--- src/rtl/spi_resp_perifericos.sv ---
// SPI mode-0 responder: 8-bit command in on MOSI, 16-bit response out on MISO,
// one SS-framed 24-bit transaction, all pins oversampled on spi_clk_i.
// Ports:
//   spi_clk_i, spi_rst_i     system clock, async active-low reset
//   SCK_SPI, SS, MOSI        raw SPI pins from the master
//   MISO, miso_oe_o          slave data out and its pad enable
//   tx_data_i                response word, captured at frame start
//   rx_cmd_o, cmd_valid_o    last full command and its update pulse
//   busy_o, done_o, err_o    frame in progress / good close / bad close
module spi_resp_perifericos #(
  parameter int CMD_W       = 8,
  parameter int RESP_W      = 16,
  parameter int SYNC_STAGES = 2
) (
  input  logic              spi_clk_i,
  input  logic              spi_rst_i,
  input  logic              SCK_SPI,
  input  logic              SS,
  input  logic              MOSI,
  output logic              MISO,
  output logic              miso_oe_o,
  input  logic [RESP_W-1:0] tx_data_i,
  output logic [CMD_W-1:0]  rx_cmd_o,
  output logic              cmd_valid_o,
  output logic              busy_o,
  output logic              done_o,
  output logic              err_o
);

  localparam int TOT = CMD_W + RESP_W;
  localparam int CW  = $clog2(TOT + 1);

  typedef enum logic [1:0] {
    IDLE,
    CMD,
    RESP,
    HOLD
  } state_t;

  state_t state_q;

  logic [SYNC_STAGES-1:0] sck_sync_q;
  logic [SYNC_STAGES-1:0] ss_sync_q;
  logic [SYNC_STAGES-1:0] mosi_sync_q;
  logic                   sck_prev_q;
  logic                   ss_prev_q;

  logic [CMD_W-1:0]  cmd_sh_q;
  logic [RESP_W-1:0] resp_sh_q;
  logic [CW-1:0]     cnt_q;
  logic              first_q;
  logic              ovr_q;
  logic              miso_bit_q;
  logic              miso_q;
  logic              oe_q;
  logic [CMD_W-1:0]  rx_cmd_q;
  logic              cv_q;
  logic              busy_q;
  logic              done_p_q;
  logic              err_p_q;
  logic              done_q;
  logic              err_q;

  logic sck_s;
  logic ss_s;
  logic mosi_s;
  logic sck_rise;
  logic sck_fall;
  logic ss_rise;
  logic ss_fall;
  logic [CW-1:0] cnt_inc;

  assign sck_s  = sck_sync_q[SYNC_STAGES-1];
  assign ss_s   = ss_sync_q[SYNC_STAGES-1];
  assign mosi_s = mosi_sync_q[SYNC_STAGES-1];

  assign sck_rise = sck_s & ~sck_prev_q;
  assign sck_fall = ~sck_s & sck_prev_q;
  assign ss_rise  = ss_s & ~ss_prev_q;
  assign ss_fall  = ~ss_s & ss_prev_q;

  // Saturating bit counter increment.
  assign cnt_inc = (cnt_q == CW'(TOT)) ? cnt_q : cnt_q + CW'(1);

  // SS chain resets low so an SS already low at release is not a fall.
  always_ff @(posedge spi_clk_i or negedge spi_rst_i) begin
    if (!spi_rst_i) begin
      state_q     <= IDLE;
      sck_sync_q  <= '0;
      ss_sync_q   <= '0;
      mosi_sync_q <= '0;
      sck_prev_q  <= 1'b0;
      ss_prev_q   <= 1'b0;
      cmd_sh_q    <= '0;
      resp_sh_q   <= '0;
      cnt_q       <= '0;
      first_q     <= 1'b0;
      ovr_q       <= 1'b0;
      miso_bit_q  <= 1'b0;
      miso_q      <= 1'b0;
      oe_q        <= 1'b0;
      rx_cmd_q    <= '0;
      cv_q        <= 1'b0;
      busy_q      <= 1'b0;
      done_p_q    <= 1'b0;
      err_p_q     <= 1'b0;
      done_q      <= 1'b0;
      err_q       <= 1'b0;
    end else begin
      sck_sync_q  <= {sck_sync_q[SYNC_STAGES-2:0], SCK_SPI};
      ss_sync_q   <= {ss_sync_q[SYNC_STAGES-2:0], SS};
      mosi_sync_q <= {mosi_sync_q[SYNC_STAGES-2:0], MOSI};
      sck_prev_q  <= sck_s;
      ss_prev_q   <= ss_s;
      miso_q      <= miso_bit_q;
      done_q      <= done_p_q;
      err_q       <= err_p_q;
      cv_q        <= 1'b0;
      done_p_q    <= 1'b0;
      err_p_q     <= 1'b0;
      // SS release wins over any SCK edge in the same cycle.
      if (ss_rise && state_q != IDLE) begin
        state_q    <= IDLE;
        busy_q     <= 1'b0;
        oe_q       <= 1'b0;
        miso_bit_q <= 1'b0;
        if (state_q == HOLD && !ovr_q) begin
          done_p_q <= 1'b1;
        end else begin
          err_p_q  <= 1'b1;
        end
      end else begin
        unique case (state_q)
          IDLE: begin
            if (ss_fall) begin
              resp_sh_q  <= tx_data_i;
              cnt_q      <= '0;
              ovr_q      <= 1'b0;
              busy_q     <= 1'b1;
              oe_q       <= 1'b1;
              miso_bit_q <= 1'b0;
              state_q    <= CMD;
            end
          end
          CMD: begin
            if (sck_rise) begin
              cmd_sh_q <= {cmd_sh_q[CMD_W-2:0], mosi_s};
              cnt_q    <= cnt_inc;
              if (cnt_q == CW'(CMD_W - 1)) begin
                rx_cmd_q <= {cmd_sh_q[CMD_W-2:0], mosi_s};
                cv_q     <= 1'b1;
                first_q  <= 1'b1;
                state_q  <= RESP;
              end
            end
          end
          RESP: begin
            // First fall presents the MSB; later falls shift then present.
            if (sck_fall) begin
              first_q <= 1'b0;
              if (first_q) begin
                miso_bit_q <= resp_sh_q[RESP_W-1];
              end else begin
                resp_sh_q  <= {resp_sh_q[RESP_W-2:0], 1'b0};
                miso_bit_q <= resp_sh_q[RESP_W-2];
              end
            end
            if (sck_rise) begin
              cnt_q <= cnt_inc;
              if (cnt_q == CW'(TOT - 1)) begin
                state_q <= HOLD;
              end
            end
          end
          HOLD: begin
            if (sck_rise) begin
              ovr_q <= 1'b1;
              cnt_q <= cnt_inc;
            end
          end
          default: state_q <= IDLE;
        endcase
      end
    end
  end

  assign MISO        = miso_q;
  assign miso_oe_o   = oe_q;
  assign rx_cmd_o    = rx_cmd_q;
  assign cmd_valid_o = cv_q;
  assign busy_o      = busy_q;
  assign done_o      = done_q;
  assign err_o       = err_q;

endmodule

--- config.mk ---
export PLATFORM = sky130hd
export DESIGN_NAME = spi_resp_perifericos
export DESIGN_NICKNAME = d
export VERILOG_FILES = /design/src/rtl/spi_resp_perifericos.sv
export SDC_FILE = /design/constraint.sdc
export NUM_CORES = 1
export LEC_CHECK = 0
export ABC_AREA = 1
export BUFFER_PORTS_ARGS = -buffer_cell sky130_fd_sc_hd__buf_2
export CORE_AREA = 3 3 107 78
export CTS_BUF_LIST = sky130_fd_sc_hd__clkbuf_8
export DETAILED_ROUTE_END_ITERATION = 7
export DIE_AREA = 0 0 110 81
export GPL_TIMING_DRIVEN = 0
export MAX_ROUTING_LAYER = met4
export PLACE_DENSITY = 0.64
export SLEW_MARGIN = 40
export SYNTH_ARGS = -nofsm -noshare
export SYNTH_HDL_FRONTEND = slang
export SYNTH_SLANG_ARGS = --single-unit
--- constraint.sdc ---
create_clock -name spi_clk_i -period 1.88 [get_ports spi_clk_i]
set_input_delay 0.47 -clock spi_clk_i [delete_from_list [all_inputs] [get_ports spi_clk_i]]
set_output_delay 0.47 -clock spi_clk_i [all_outputs]
set_load 0.03 [all_outputs]
==> flow_metrics.tcl, run 1 <==
set metrics [dict create \
    gp_congestion 0.815 \
    end_kind "register" \
    design_area_um2 3020 \
    syn_to_final_growth_pct 16.7 \
    p_clk_frac 0.184 \
    ys_seq_area_frac 0.542 \
    die_w_um 110 \
    cts_sinks 56 \
    start_util 0.353 \
    post-route-util 0.412 \
    clk_pin_slew_ns 0.09 \
    diodes 0 \
    ys_warn_count 0 \
    worstSkewPairLatency_ns 0.30 \
    htree_levels 2 \
    drc 0 \
    postSynthAreaPerCell_um2 9.86 \
    synth_area_um2 2580 \
    pwr-share-seq 0.398 \
    ir_drop_mv 0.633 \
    syn_inst 262 \
    leakage_nw 1.54 \
    grt_max_degree 57 \
    fmaxAchievable_mhz 570 \
    combinationalPowerShare 0.418 \
    worst_clock_skew_ns 0.00291 \
    dpl_cell_area_um2 2880 \
    tns_ns 0 \
    drt_iter0_drc 62 \
    placedCellCount 394 \
    grt_antenna_before_repair 0 \
    rows 26 \
    outcome "finished clean" \
    wire_per_inst_um 11.7 \
    coreArea_um2 7320 \
    dp_hpwl_mm 3.50 \
    drive_above_1_share 0.270 \
    die_area_um2 8910 \
    critPathKind "register to register" \
    cts_buffer_depth 2 \
    layout_common_cells "nand2_1 (64), dfrtp_1 (54), buf_2 (35), inv_1 (26), o21ai_0 (16)" \
    via_count 1821 \
    grt_pass1_wl_mm 8.13 \
    fin_total_pwr_w 0.00456 \
    cap_violations 0 \
    ioPinCount 35 \
    fin_crit_sh 0.934 \
    synth_cell_types 28 \
    first_pass_iters 4 \
    p_int_w 0.00279 \
    critPathLaunchType "register" \
    p_per_area_nw_per_um2 1510 \
    final-max-slew-violation-count 0 \
    postCtsSetupBuffers 0 \
    die_h_um 81 \
    hold_class "input pin to asynchronous set/reset pin" \
    final_cells 402 \
    cp.required_ns 2.08 \
    routed_wl_mm 4.71 \
    synthFlopType "dfrtp_1" \
    cp_max_fo 10 \
    grt_setup_unrepaired "false" \
    switching_share 0.388 \
    synth_edf_count 0 \
    track_usage 0.118 \
    grt-ovfl-total 0 \
    slew_headroom 0.538 \
    final_common_cell "nand2_1" \
    hold_viol 0 \
    drt-vias-per-instance 4.53 \
    cts-root-buf "clkbuf_8" \
    detail-route-antenna-nets 0 \
    p_sw_w 0.00177 \
    cts_tree "built" \
    synthesis.nets 291 \
    ys_ff_latch 56 \
    cts_made_buffers 5 \
    async_flop_share 1.00 \
    arrival_ns 1.95 \
    tightest_slew_ns 0.693 \
    min_period_ns 1.76 \
    nets 332 \
    port-buffer-count 34 \
    finalSetupViolCount 0 \
    grt_pass1_vias 1747 \
]
[metal layers]
metal | global-route usage | vias to the layer above | wire length [µm]
met5 | - | - | 0
met4 | 0.0274 | 0 | 25
met3 | 0.0286 | 5 | 203
met2 | 0.164 | 33 | 2040
met1 | 0.172 | 863 | 2450
li1 | - | 920 | -
[worst max-delay path, stage by stage (launching register included)]
cell,delay [ns]
dfrtp_2,0.47
inv_2,0.11
ha_2,0.20
inv_2,0.08
nand3_4,0.14
nand2_4,0.09
a21oi_2,0.15
nand2_2,0.11
buf_6,0.17
nand2_1,0.08
o21ai_2,0.05
[cell families (layout without fill, tap and decap cells)]
kind of cell             count (synthesis)  count (layout)  synth area share
multiplexers                            14              14            0.0542
AO/OA/AOI/OAI                           43              43             0.110
flip-flops                              56              56             0.542
adder cells (fa/ha/maj)                  8               8            0.0387
AND/OR/NAND/NOR                        102             102             0.179
buffers and inverters                   37              79            0.0692
XOR/XNOR                                 2               2           0.00678
[synth_stat cells, types with 2 or more instances]
library cell	instances	area (µm²)
a21oi_1	8	40.0
a21oi_2	2	17.5
buf_2	2	10.0
buf_4	2	15.0
buf_6	4	45.0
dfrtp_1	56	1400
ha_1	8	100
inv_1	28	105
mux2i_1	14	140
nand2_1	64	240
nand2_2	3	18.8
nand3_1	10	50.1
nand3_4	2	35.0
nand4_1	2	12.5
nor2_1	14	52.6
nor3_1	2	10.0
o21ai_0	16	80.1
o21ai_2	15	131
[per-stage QoR]
step	worst slack, ns	hold slack [ns]
4_1_cts	0.00945	0.233
2_1_floorplan	0.272	0.174
3_3_place_gp	0.0558	0.333
3_5_place_dp	0.0308	0.335
5_1_grt	0.00935	0.246
6_report	0.125	0.195
[sequential cells by signal, summed over array words and instances, names as in the netlist]
name	cells
sck_prev_q	1
mosi_sync_q	2
ovr_q	1
done_p_q	1
sck_sync_q	2
busy_o	1
err_o	1
done_o	1
miso_bit_q	1
state_q	2
err_p_q	1
ss_prev_q	1
MISO	1
cmd_valid_o	1
cmd_sh_q	7
first_q	1
rx_cmd_o	8
ss_sync_q	2
cnt_q	5
resp_sh_q	16
[power groups by stage]
stage          logic (W)  clock network (W)  registers [W]
2_1_floorplan    0.00146                  0        0.00184
3_3_place_gp     0.00185                  0        0.00182
3_5_place_dp     0.00192                  0        0.00183
4_1_cts          0.00192           0.000868        0.00181
5_1_grt          0.00217           0.000919        0.00187
6_report         0.00191           0.000836        0.00182
[path summary, 6_finish.rpt]
kind | slack, ns | cells after the start | startpoint | end
setup reg to reg | 0.12 | 10 | state_q[0] | resp_sh_q[14]
setup / recovery | 0.12 | 10 | state_q[0] | resp_sh_q[14]
hold reg to reg | 0.36 | 0 | mosi_sync_q[0] | mosi_sync_q[1]
hold / removal | 0.19 | 1 | spi_rst_i | resp_sh_q[9]
max in group asynchronous | 1.17 | 1 | spi_rst_i | state_q[0]
min in group spi_clk_i | 0.27 | 1 | SCK_SPI | sck_sync_q[0]
[timing repair]
item	4_1_cts	5_1_grt
hold buffers	0	0
hold endpoints to repair	0	0
gates resized for setup	0	6
setup endpoints to repair	0	39
[cell type report]
| cell class | instances | area, µm² |
|---|---|---|
| Timing Repair Buffer | 34 | 173 |
| Clock inverter | 1 | 30.0 |
| Buffer | 8 | 70.1 |
| Fill cell | 720 | 4300 |
| Clock buffer | 7 | 96.3 |
| Tap cell | 98 | 123 |
| Sequential cell | 56 | 1400 |
| Inverter | 29 | 109 |
| Multi-Input combinational cell | 169 | 1010 |
(Power assumes the default switching activity.)
==> inputs of run 2 (changes only) <==
- CORE_AREA: 3 3 107 78 -> 3 3 95 70
- DIE_AREA: 0 0 110 81 -> 0 0 98 73
- PLACE_DENSITY: 0.64 -> 0.76
==> flow_metrics.tcl, run 2 (same netlist as run 1, synthesis figures left out) <==
set metrics [dict create \
    tightest_slew_ns 0.695 \
    syn_to_final_growth_pct 15.4 \
    grt-ovfl-total 0 \
    drt-vias-per-instance 4.77 \
    clk_pin_slew_ns 0.10 \
    finalSetupViolCount 0 \
    cts_sinks 56 \
    arrival_ns 1.95 \
    diodes 0 \
    gp_congestion 0.809 \
    cts_made_buffers 5 \
    hold_ws_ns 0.191 \
    end_kind "register" \
    grt_antenna_before_repair 0 \
    hold_class "input pin to asynchronous set/reset pin" \
    detail-route-antenna-nets 0 \
    nets 334 \
    grt_setup_unrepaired "false" \
    layout_common_cells "nand2_1 (64), dfrtp_1 (54), buf_2 (35), inv_1 (27), o21ai_0 (16)" \
    grt_pass1_wl_mm 8.28 \
    tns_ns 0 \
    track_usage 0.151 \
    htree_levels 2 \
    final-max-slew-violation-count 0 \
    cts_tree "built" \
    met3_usage 0.0458 \
    grt_pass1_vias 1765 \
    largest_reg_flops 16 \
    grt_max_degree 57 \
    die_area_um2 7150 \
    drt_iter0_drc 61 \
    cts_buffer_depth 2 \
    fmaxAchievable_mhz 573 \
    dp_hpwl_mm 3.44 \
    ioPinCount 35 \
    leakage_nw 1.54 \
    grtUsageMet2 0.222 \
    drc 0 \
    via_count 1817 \
    outcome "finished clean" \
    min_period_ns 1.75 \
    fin_crit_sh 0.929 \
    rows 23 \
    critPathKind "register to register" \
    cts-root-buf "clkbuf_8" \
    worstSkewPairLatency_ns 0.31 \
    die_h_um 73 \
    cp.required_ns 2.09 \
    final_common_cell "nand2_1" \
    worst_clock_skew_ns 0.00597 \
    ir_drop_mv 0.636 \
    p_per_area_nw_per_um2 1520 \
    port-buffer-count 34 \
    fin_total_pwr_w 0.00453 \
    drive_above_1_share 0.271 \
    hold_viol 0 \
    critPathLaunchType "register" \
    use_met1 0.201 \
    routed_wl_mm 4.79 \
    cap_violations 0 \
    ctsHoldBuffers 0 \
    wire_per_inst_um 12.6 \
    slew_headroom 0.537 \
    coreArea_um2 5730 \
    regMostFlops "resp_sh_q" \
    busiest_layer "met2" \
    cp_max_fo 10 \
    die_w_um 98 \
    first_pass_iters 4 \
    start_util 0.451 \
]
==> run 2: report_power, final <==
part           total [W]  internal (W)  switching, W
Sequential       0.00181       0.00158      0.000230
Clock           0.000780      0.000391      0.000390
Combinational    0.00194      0.000763       0.00118
Total            0.00453       0.00274       0.00179
==> run 2: per-stage QoR <==
stage | instances | utilization | instance area [µm²] | setup WS, ns
finish | 381 | 0.521 | 2980 | 0.134
floorplan | 262 | - | 2580 | 0.272
CTS | 379 | 0.517 | 2960 | 0.00176
global placement | 371 | 0.497 | 2850 | 0.0609
detailed placement | 371 | 0.498 | 2850 | 0.0211
global route | 381 | 0.521 | 2980 | 0.0200
==> run 2: worst max-delay path: stages (launching register included) <==
cell and delay (ns):
dfrtp_2 0.45, inv_2 0.11, ha_2 0.21, inv_2 0.08
nand3_4 0.14, nand2_4 0.10, a21oi_2 0.15, nand2_2 0.11
buf_6 0.17, nand2_1 0.07, o21ai_2 0.05
==> run 2: metal layers <==
metal	part of all wire	vias to the layer above	wire (µm)
met5	0	-	0
met4	0.014	0	66
met3	0.046	6	221
met2	0.45	30	2150
met1	0.49	858	2350
li1	-	923	-
==> run 2: worst paths after layout <==
check / startpoint / to / slack, ns / depth (start not counted)
worst max-delay path: state_q[0] / resp_sh_q[13] / 0.13 / 10
worst min-delay path: spi_rst_i / resp_sh_q[12] / 0.19 / 1
worst max register to register: state_q[0] / resp_sh_q[13] / 0.13 / 10
worst min register to register: sck_sync_q[0] / sck_sync_q[1] / 0.35 / 0
max in group asynchronous: spi_rst_i / state_q[0] / 1.18 / 1
min in group spi_clk_i: MOSI / mosi_sync_q[0] / 0.25 / 1
==> run 2: timing repair <==
action | CTS | global route
setup buffers | 0 | 2
endpoints found under the setup margin | 1 | 34
pin swaps | 0 | 1
gates resized for setup | 1 | 5
hold endpoints to repair | 0 | 0
==> run 2: cell type report <==
type	instances	area (µm²)
Sequential cell	56	1400
Inverter	29	109
Tap cell	75	93.8
Fill cell	545	2740
Timing Repair Buffer	36	188
Buffer	8	70.1
Multi-Input combinational cell	169	1010
Clock buffer	5	68.8
Clock inverter	3	38.8
